**src/rtl/scan_encoder_n_to_log_if.sv**
```systemverilog
// Handshake bundle for scan_encoder_n_to_log: vector in, one binary index out per handshake.
// master = producer/consumer side, slave = the encoder.
interface scan_encoder_n_to_log_if #(
  parameter int N = 32
) ();
  localparam int IW = $clog2(N);

  logic [N-1:0]  in;
  logic          in_valid;
  logic          in_ready;
  logic [IW-1:0] out;
  logic          out_valid;
  logic          out_ready;
  logic          out_last;
  logic          none;

  modport master (
    output in, in_valid, out_ready,
    input  in_ready, out, out_valid, out_last, none
  );

  modport slave (
    input  in, in_valid, out_ready,
    output in_ready, out, out_valid, out_last, none
  );
endinterface

```
**src/rtl/scan_encoder_n_to_log.sv**
```systemverilog
// Multi-hot to binary scanner: first index one cycle after accept, one index per cycle, lowest first.
// Backpressure on out_ready holds pending/out stable; ena=0 freezes all state and blocks both handshakes.
module scan_encoder_n_to_log #(
  parameter int N = 32
) (
  input  logic                   clk,
  input  logic                   rst,
  input  logic                   ena,
  scan_encoder_n_to_log_if.slave bus
);
  localparam int IW = $clog2(N);

  typedef enum logic {
    IDLE = 1'b0,
    SCAN = 1'b1
  } state_e;

  state_e        state_q, state_d;
  logic [N-1:0]  pending_q, pending_d;
  logic          none_q, none_d;

  logic [IW-1:0] low_idx;
  logic [N-1:0]  pending_clr;
  logic          single_bit;
  logic          in_hs, out_hs;

  // Priority encoder: the last assignment wins, so scanning downwards leaves the lowest set bit.
  always_comb begin
    low_idx = '0;
    for (int i = N - 1; i >= 0; i--) begin
      if (pending_q[i]) low_idx = IW'(i);
    end
  end

  assign pending_clr = pending_q & (pending_q - {{(N-1){1'b0}}, 1'b1});
  assign single_bit  = (pending_q != '0) && (pending_clr == '0);

  assign bus.in_ready  = ena && (state_q == IDLE);
  assign bus.out_valid = ena && (state_q == SCAN);
  assign bus.out       = bus.out_valid ? low_idx : '0;
  assign bus.out_last  = bus.out_valid && single_bit;
  assign bus.none      = none_q;

  assign in_hs  = bus.in_valid && bus.in_ready;
  assign out_hs = bus.out_valid && bus.out_ready;

  always_comb begin
    state_d   = state_q;
    pending_d = pending_q;
    none_d    = 1'b0;
    if (in_hs) begin
      if (bus.in != '0) begin
        pending_d = bus.in;
        state_d   = SCAN;
      end else begin
        none_d = 1'b1;
      end
    end
    if (out_hs) begin
      pending_d = pending_clr;
      if (single_bit) state_d = IDLE;
    end
  end

  always_ff @(posedge clk) begin
    if (rst) begin
      state_q   <= IDLE;
      pending_q <= '0;
      none_q    <= 1'b0;
    end else begin
      state_q   <= state_d;
      pending_q <= pending_d;
      none_q    <= none_d;
    end
  end
endmodule
```
**src/flat_wrapper.sv**
```systemverilog
// flat-port wrapper written by rule: the top's interface ports become plain ports
module scan_encoder_n_to_log_flat 
#(
  parameter int N = 32
)
  (clk, rst, ena, bus_in, bus_in_valid, bus_out_ready, bus_in_ready, bus_out, bus_out_valid, bus_out_last, bus_none);
  scan_encoder_n_to_log_if #(.N(N)) bus_i ();
  input  logic clk;
  input  logic rst;
  input  logic ena;
  input wire logic [$bits(bus_i.in)-1:0] bus_in;
  input wire logic [$bits(bus_i.in_valid)-1:0] bus_in_valid;
  input wire logic [$bits(bus_i.out_ready)-1:0] bus_out_ready;
  output wire logic [$bits(bus_i.in_ready)-1:0] bus_in_ready;
  output wire logic [$bits(bus_i.out)-1:0] bus_out;
  output wire logic [$bits(bus_i.out_valid)-1:0] bus_out_valid;
  output wire logic [$bits(bus_i.out_last)-1:0] bus_out_last;
  output wire logic [$bits(bus_i.none)-1:0] bus_none;
  assign bus_i.in = bus_in;
  assign bus_i.in_valid = bus_in_valid;
  assign bus_i.out_ready = bus_out_ready;
  assign bus_in_ready = bus_i.in_ready;
  assign bus_out = bus_i.out;
  assign bus_out_valid = bus_i.out_valid;
  assign bus_out_last = bus_i.out_last;
  assign bus_none = bus_i.none;
  scan_encoder_n_to_log #(.N(N)) u_core (.clk(clk), .rst(rst), .ena(ena), .bus(bus_i));
endmodule
```
**config.mk**
```make
export PLATFORM = sky130hd
export DESIGN_NAME = scan_encoder_n_to_log_flat
export DESIGN_NICKNAME = d
export VERILOG_FILES = /design/src/rtl/scan_encoder_n_to_log_if.sv /design/src/rtl/scan_encoder_n_to_log.sv /design/src/flat_wrapper.sv
export SDC_FILE = /design/constraint.sdc
export NUM_CORES = 1
export LEC_CHECK = 0
export BUFFER_PORTS_ARGS = -buffer_cell sky130_fd_sc_hd__clkbuf_2
export CAP_MARGIN = 10
export CORE_MARGIN = 10
export CORE_UTILIZATION = 40
export CTS_BUF_LIST = sky130_fd_sc_hd__clkbuf_2
export DETAILED_ROUTE_END_ITERATION = 10
export GPL_ROUTABILITY_DRIVEN = 0
export HOLD_SLACK_MARGIN = 0.1
export PLACE_DENSITY_LB_ADDON = 0.2
export SYNTH_ARGS = -nofsm -noshare
export SYNTH_HDL_FRONTEND = slang
export SYNTH_SLANG_ARGS = --single-unit
```
**constraint.sdc**
```tcl
create_clock -name clk -period 5.7 [get_ports clk]
set_input_delay 0 -clock clk [delete_from_list [all_inputs] [get_ports clk]]
set_output_delay 0 -clock clk [all_outputs]
set_load 0.03 [all_outputs]
```
* After elaboration in Yosys (flattened, before gate mapping) *
Cells that the tools add are included.

cells by class
  add/subtract/negate cells = 1
  multiplexer cells = 41
  bitwise operators = 3
  reductions and logical operators = 13

operator list
  operator                                                               count
  5-bit 2-to-1 mux                                                       33
  32-bit 2-to-1 mux                                                      3
  32-bit nonzero test                                                    2
  32-bit AND                                                             1
  32-bit zero test                                                       1
  32-bit by 1-bit subtractor with 32-bit output (second input constant)  1
  1-bit logical AND                                                      6
  1-bit 2-to-1 mux                                                       5
  2-bit nonzero test                                                     2
  1-bit inverter                                                         2
  2-bit AND reduction                                                    1
  2-bit OR reduction                                                     1

storage, ports and cells
  register bits = 34
  input bits = 37
  output and inout bits = 9
  logic and storage cells = 61

* Longest topological paths before layout *
Gate-level depths: netlist of run 1.

  depth after elaboration = 33
  depth in mapped cells = 9
  gate-level depth less buffers = 7

* Worst setup path before layout of run 1 *
OpenSTA, ideal clock, no wires.

  path kind = register -> output
  start = register u_core.pending_q[30]
  end = output bus_out[0]
  arrival time = 2.742 ns
  required time = 5.700 ns
  slack = 2.958 ns
  stages on the path, launching flop included = 8
  path buffers = 0
  cells stage by stage = dfxtp_1 nand2b_1 a21oi_1 o21ba_2 o21ai_0 a2111oi_0 o21ai_0 a2111oi_0

between the ends
  word-level cells in the longest chain between the ends = 32

RTL lines
  what                             line                         RTL
  start, declared                  scan_encoder_n_to_log.sv:19  logic [N-1:0] pending_q, pending_d;
  start signal, assigned           scan_encoder_n_to_log.sv:72  pending_q <= pending_d;
  5-bit 2-to-1 mux (31 in series)  scan_encoder_n_to_log.sv:31  if (pending_q[i]) low_idx = IW'(i);
  5-bit 2-to-1 mux                 scan_encoder_n_to_log.sv:40  assign bus.out = bus.out_valid ? low_idx : '0;
  end, declared                    flat_wrapper.sv:15           output wire logic [$bits(bus_i.out)-1:0] bus_out;

No other way between the ends.

* Worst setup path after layout of run 1 *
  start = register u_core.pending_q[2]
  end = output bus_out_last

between the ends
  word-level cells in the longest chain between the ends = 5

RTL lines
  what                                           line                         RTL
  32-bit by 1-bit subtractor with 32-bit output  scan_encoder_n_to_log.sv:35  assign pending_clr = pending_q & (pending_q - {{(N-1){1'b0}}, 1'b1});
  32-bit AND                                     scan_encoder_n_to_log.sv:35
  32-bit zero test                               scan_encoder_n_to_log.sv:36  assign single_bit = (pending_q != '0) && (pending_clr == '0);
  1-bit logical AND *                            scan_encoder_n_to_log.sv:36
  1-bit logical AND *                            scan_encoder_n_to_log.sv:41  assign bus.out_last = bus.out_valid && single_bit;
  end, declared                                  flat_wrapper.sv:17           output wire logic [$bits(bus_i.out_last)-1:0] bus_out_last;

Every way passes the cells marked *; elsewhere a longest branch is shown, timed or not.

==> flow_summary.yaml, run 1 <==
sta:
  grt_setup_unrepaired: "false"
  setup_viol: 0
  final-hold-violation-count: 0
  setup-tns-final_ps: 0
  tightest_slew_ps: 957
  timing.slew.headroom_pct: 36.2
  skew_ps: 16.9
  fin_crit_sh_pct: 58.6
  slew_viol_final: 0
  fin_crit_ps: 3340
  fmax_mhz: 299
synthesis:
  ys.flop_type: "dfxtp_1"
  ys_ff_latch: 34
  yosysWarnings: 0
  yosysTopAreaCellShare_pct: 28.6
  synth_area_sq_um: 2380
  syn_area_per_cell_sq_um: 7.63
  synth_area_leaders: "dfxtp_1, nor2_1, mux2i_1"
  syn-num-nets: 349
  synthCells: 312
  synthArstFlopShare_pct: 0
  seq_area_frac_synth_pct: 28.6
  ys_types: 51
  synth_top_cell_by_area: "dfxtp_1"
  synth_edf_count: 0
global_routing:
  grt_max_degree: 38
  grt_pass1_wl_mm: 12.9
  grt_use_total_pct: 15.9
  antenna_found_initial: 0
  grt_pass1_vias: 2589
  grt_overflow: 0
detailed_routing:
  via_per_inst: 5.71
  first_iter_violations: 168
  totalWireLength_mm: 7.50
  antenna_left: 0
  avgRoutedWirePerCell_um: 16.7
  num_vias: 2569
  dr.pass1.iters: 5
  drc: 0
clock_tree:
  cts_resized: 0
  clk_latency_ps: 390
  hold_buffers: 36
  clkTransAtPathRegs_ps: 170
  cts_buffers: 5
  cts_max_level: 2
  cts_root_buf: "clkbuf_2"
  cts_setup_buffers: 0
  clockBufferDepth: 2
  cts.sink_count: 34
  cts_tree: "yes"
floorplan:
  start_util_pct: 40.7
  ios: 46
  rows: 28
  die_w_um: 97.2
  die-area_sq_um: 9440
  fp.dieH_um: 97.2
  core-area_sq_um: 5850
worst_setup_path:
  slowest_delay_ps: 540
  cp_num_buf_inv: 1
  crit_chain: "nor4_4 > and4_1 > nand2_4 > or4_4 > a2111oi_2 > and3_1 > and3_1 > clkbuf_2"
  crit_type: "reg -> out"
  cp.arrival_ps: 3340
  crit_required_ps: 5700
  slowest_stage: "nor4_4"
  cp-start-kind: "register"
  crit_family: "simple AND/OR/NAND/NOR gates"
  cp_max_fo: 9
  crit_path_frequent_cell: "and3_1"
  endpoint_kind: "output pin"
run:
  drv_cap: 0
place:
  postPlaceCellArea_sq_um: 2540
  port_buffers: 45
  placed_cells_incl_taps: 406
  hpwl_mm: 5.34
layout:
  final_area_sq_um: 2930
  final_nets: 411
  syn_to_final_growth_pct: 23.2
  drive_above_1_share_pct: 17.1
  diodes: 0
  stdcell_count: 450
power:
  peakVddDrop_mv: 0.120
  power_density_nw_per_um2: 198
  leakage_uw: 0.00115
run_status:
  status: "finished clean"
worst_hold_path:
  hold_class: "in -> reg"
-- cells in the mapped netlist (2+ instances only) --
master and instances:
nor4_1 16, and3_1 4, nor3_1 24, nor4_4 3, clkbuf_1 13, a2111oi_0 3
buf_6 6, nand2_1 27, o21ai_0 19, a211oi_1 7, a22oi_1 13, o211ai_1 2
o31ai_1 3, o311a_2 2, nor2_1 47, maj3_1 2, or4_1 3, a21oi_1 17
o41ai_1 2, nand3_1 3, buf_4 3, dfxtp_1 34, a31oi_1 4, o32ai_1 2
o21ba_2 2, buf_1 2, buf_2 2, inv_1 7, mux2i_1 13, o2111ai_1 2
nand4_1 5
-- area by class of cell --
type,count,area [sq um]
well taps,75,93.8
repair buffers,82,593
clock inverters,3,11.3
flip-flops and latches,34,681
multi-input cells,244,1500
fillers,587,2920
inverters,7,26.3
clock buffers,5,25.0
-- per-layer routing --
metal / track usage [%] / vias to the layer above / part of all wire [%]
met1: 18.8 / 1199 / 44
met4: 4.77 / 0 / 1.9
met3: 3.77 / 14 / 4.1
met2: 27.6 / 56 / 50
li1: - / 1300 / -
met5: 0 / - / 0
-- worst min-delay path, cell delays in order --
cell,delay [ps]
clkbuf_2,80
and3_1,300
a31oi_1,220
-- metrics by stage --
stage	power, uW	util, %	hold WS, ps	worst slack, ps
floorplan	412	-	136	2960
global placement	454	43.3	248	2920
detailed placement	455	43.3	256	2850
CTS	585	50.1	248	2390
global route	620	50.1	260	2090
finish	581	50.1	251	2360
-- logic make-up (layout without fill, tap and decap cells) --
family	count (synthesis)	count (layout)	synth area share (%)
fa+ha+maj	2	2	0.841
mux	13	13	5.46
buf+inv	34	97	8.30
compound gates	89	89	25.7
flops	34	34	28.6
simple gates	140	140	31.1
-- power breakdown --
part | internal [uW] | switching (uW) | total (uW)
combinational | 87.7 | 109 | 196
sequential | 250 | 24.6 | 274
clock | 26.2 | 84.4 | 111
total | 364 | 218 | 581
-- path summary, 6_finish.rpt --
kind	startpoint	endpoint	slack [ps]	cells after the start
max	u_core.pending_q[2]	bus_out_last	2360	8
min	bus_out_ready	u_core.state_q	250	3
max reg2reg	u_core.pending_q[2]	u_core.pending_q[31]	2690	8
min reg2reg	u_core.pending_q[30]	u_core.pending_q[30]	550	2
-- flip-flops by register name, summed over array words and instances, names as in the netlist --
register,cells
u_core.pending_q,32
u_core.bus.none,1
u_core.state_q,1
-- cells in the final DEF, fill, tap and decap left out, types with 13 or more instances in the layout --
cell type	netlist	layout
mux2i_1	13	13
o21ai_0	19	19
clkbuf_2	0	50
a22oi_1	13	13
dlygate4sd3_1	0	36
nand2_1	27	27
nor4_1	16	16
nor3_1	24	24
a21oi_1	17	17
dfxtp_1	34	34
nor2_1	47	47
(Power assumes the default switching activity.)
==> run 2, diff against run 1 <==
==> constraint.sdc (replaced) <==
create_clock -name clk -period 3.45 [get_ports clk]
set_input_delay 0 -clock clk [delete_from_list [all_inputs] [get_ports clk]]
set_output_delay 0 -clock clk [all_outputs]
set_load 0.03 [all_outputs]
==> run 2 against run 1 <==
Clock power rose by 72%. Flip-flop and latch count did not move. Sequential share of layout area shrank 0.059 points. Worst hold slack worse by 7.9 ps. Non-clock buffer count up 1. Register-to-register slack worse by 2100 ps. Final area grew 0.26%. Combinational power rose by 66%. Worst setup slack worse by 2100 ps. Largest cell class unchanged. Largest power group unchanged. Highest routed layer unchanged.
==> flow_summary.yaml, run 2 (same netlist as run 1, synthesis figures left out) <==
worst_setup_path:
  cp-start-kind: "register"
  crit_family: "simple AND/OR/NAND/NOR gates"
  cp_max_fo: 11
  cp_num_buf_inv: 1
  slowest_delay_ps: 490
  crit_type: "reg -> out"
  crit_chain: "nor4_4 > and4_2 > nand2_4 > or4_4 > a2111oi_2 > and3_1 > and3_1 > clkbuf_2"
  crit_path_frequent_cell: "and3_1"
  crit_required_ps: 3450
  slowest_stage: "nor4_4"
  endpoint_kind: "output pin"
  cp.arrival_ps: 3200
place:
  placed_cells_incl_taps: 407
  hpwl_mm: 5.27
  port_buffers: 45
  pre_cts_ws_ps: 676
floorplan:
  ios: 46
  start_util_pct: 40.7
  core-area_sq_um: 5850
  die-area_sq_um: 9440
  rows: 28
  die_w_um: 97.2
  fp.dieH_um: 97.2
detailed_routing:
  avgRoutedWirePerCell_um: 16.5
  first_iter_violations: 192
  antenna_left: 0
  drc: 0
  dr.pass1.iters: 4
  num_vias: 2632
  via_per_inst: 5.85
  totalWireLength_mm: 7.42
global_routing:
  grt_use_total_pct: 15.4
  grt_max_degree: 38
  grt_use_met2_pct: 26.5
  grt.busiest_layer: "met2"
  grt_pass1_wl_mm: 12.6
  met1_usage_pct: 18.4
  grt.met3_usage_pct: 2.56
  antenna_found_initial: 0
  grt_overflow: 0
  grt_pass1_vias: 2624
layout:
  drive_above_1_share_pct: 18.1
  stdcell_count: 450
  final_cell_mix: "clkbuf_2, nor2_1, dlygate4sd3_1"
  diodes: 0
  largest_reg_flops: 32
  regMostFlops: "u_core.pending_q"
  mostFrequentLayoutCell: "clkbuf_2"
  final_nets: 412
  syn_to_final_growth_pct: 23.5
sta:
  fin_ws_ps: 255
  final-hold-violation-count: 0
  fin_crit_ps: 3200
  skew_ps: 21.0
  timing.slew.headroom_pct: 35.6
  hold_ws_ps: 243
  grt_setup_unrepaired: "false"
  fmax_mhz: 313
  setup_viol: 0
  setup-tns-final_ps: 0
  slew_viol_final: 0
  fin_crit_sh_pct: 92.6
  tightest_slew_ps: 966
clock_tree:
  clkTransAtPathRegs_ps: 190
  clockBufferDepth: 2
  cts_root_buf: "clkbuf_2"
  cts.sink_count: 34
  cts_buffers: 5
  cts_setup_buffers: 0
  cts_tree: "yes"
  clk_latency_ps: 390
  cts_max_level: 2
power:
  leakage_uw: 0.00115
  peakVddDrop_mv: 0.156
  power_density_nw_per_um2: 330
  finalPower_uw: 970
run_status:
  status: "finished clean"
worst_hold_path:
  hold_class: "in -> reg"
run:
  drv_cap: 0
run 2: cell types whose count changed in the layout (fill, tap and decap cells not counted):
cell and change:
and4_1 -1, buf_4 +1, and4_2 +1, clkinv_1 -3, clkbuf_2 +2
run 2: timing repair:
action | CTS | global route
gates resized for setup | 0 | 1
setup endpoints to repair | 0 | 1
hold buffers | 36 | 0
endpoints found under the hold margin | 33 | 0
run 2: per-stage QoR:
stage	utilization, %	instance area [sq um]
floorplan	-	2380
global placement	43.5	2540
detailed placement	43.5	2540
CTS	50.2	2940
global route	50.3	2940
finish	50.3	2940
run 2: cell type report:
cell class | instances | area [sq um]
repair buffers | 83 | 601
clock buffers | 7 | 35.0
fillers | 582 | 2910
inverters | 7 | 26.3
multi-input cells | 244 | 1500
flip-flops and latches | 34 | 681
well taps | 75 | 93.8
run 2: final timing paths:
path	startpoint	end	slack (ps)	depth (start not counted)
max	u_core.pending_q[4]	bus_out_last	250	8
min	rst	u_core.pending_q[1]	240	2
max reg2reg	u_core.pending_q[4]	u_core.pending_q[31]	560	8
min reg2reg	u_core.pending_q[30]	u_core.pending_q[30]	560	2
run 2: report_power, final:
part	internal (uW)	switching (uW)	leakage, uW	total (uW)
clock network	52.8	139	0.0000291	191
logic	148	177	0.000847	325
registers	412	40.8	0.000277	453
run 2: layer usage:
layer | routed length, um | share of wire, % | vias up
met3 | 327 | 4.4 | 17
met2 | 3710 | 50 | 74
met4 | 184 | 2.5 | 0
met5 | 0 | 0 | -
li1 | - | - | 1299
met1 | 3190 | 43 | 1242
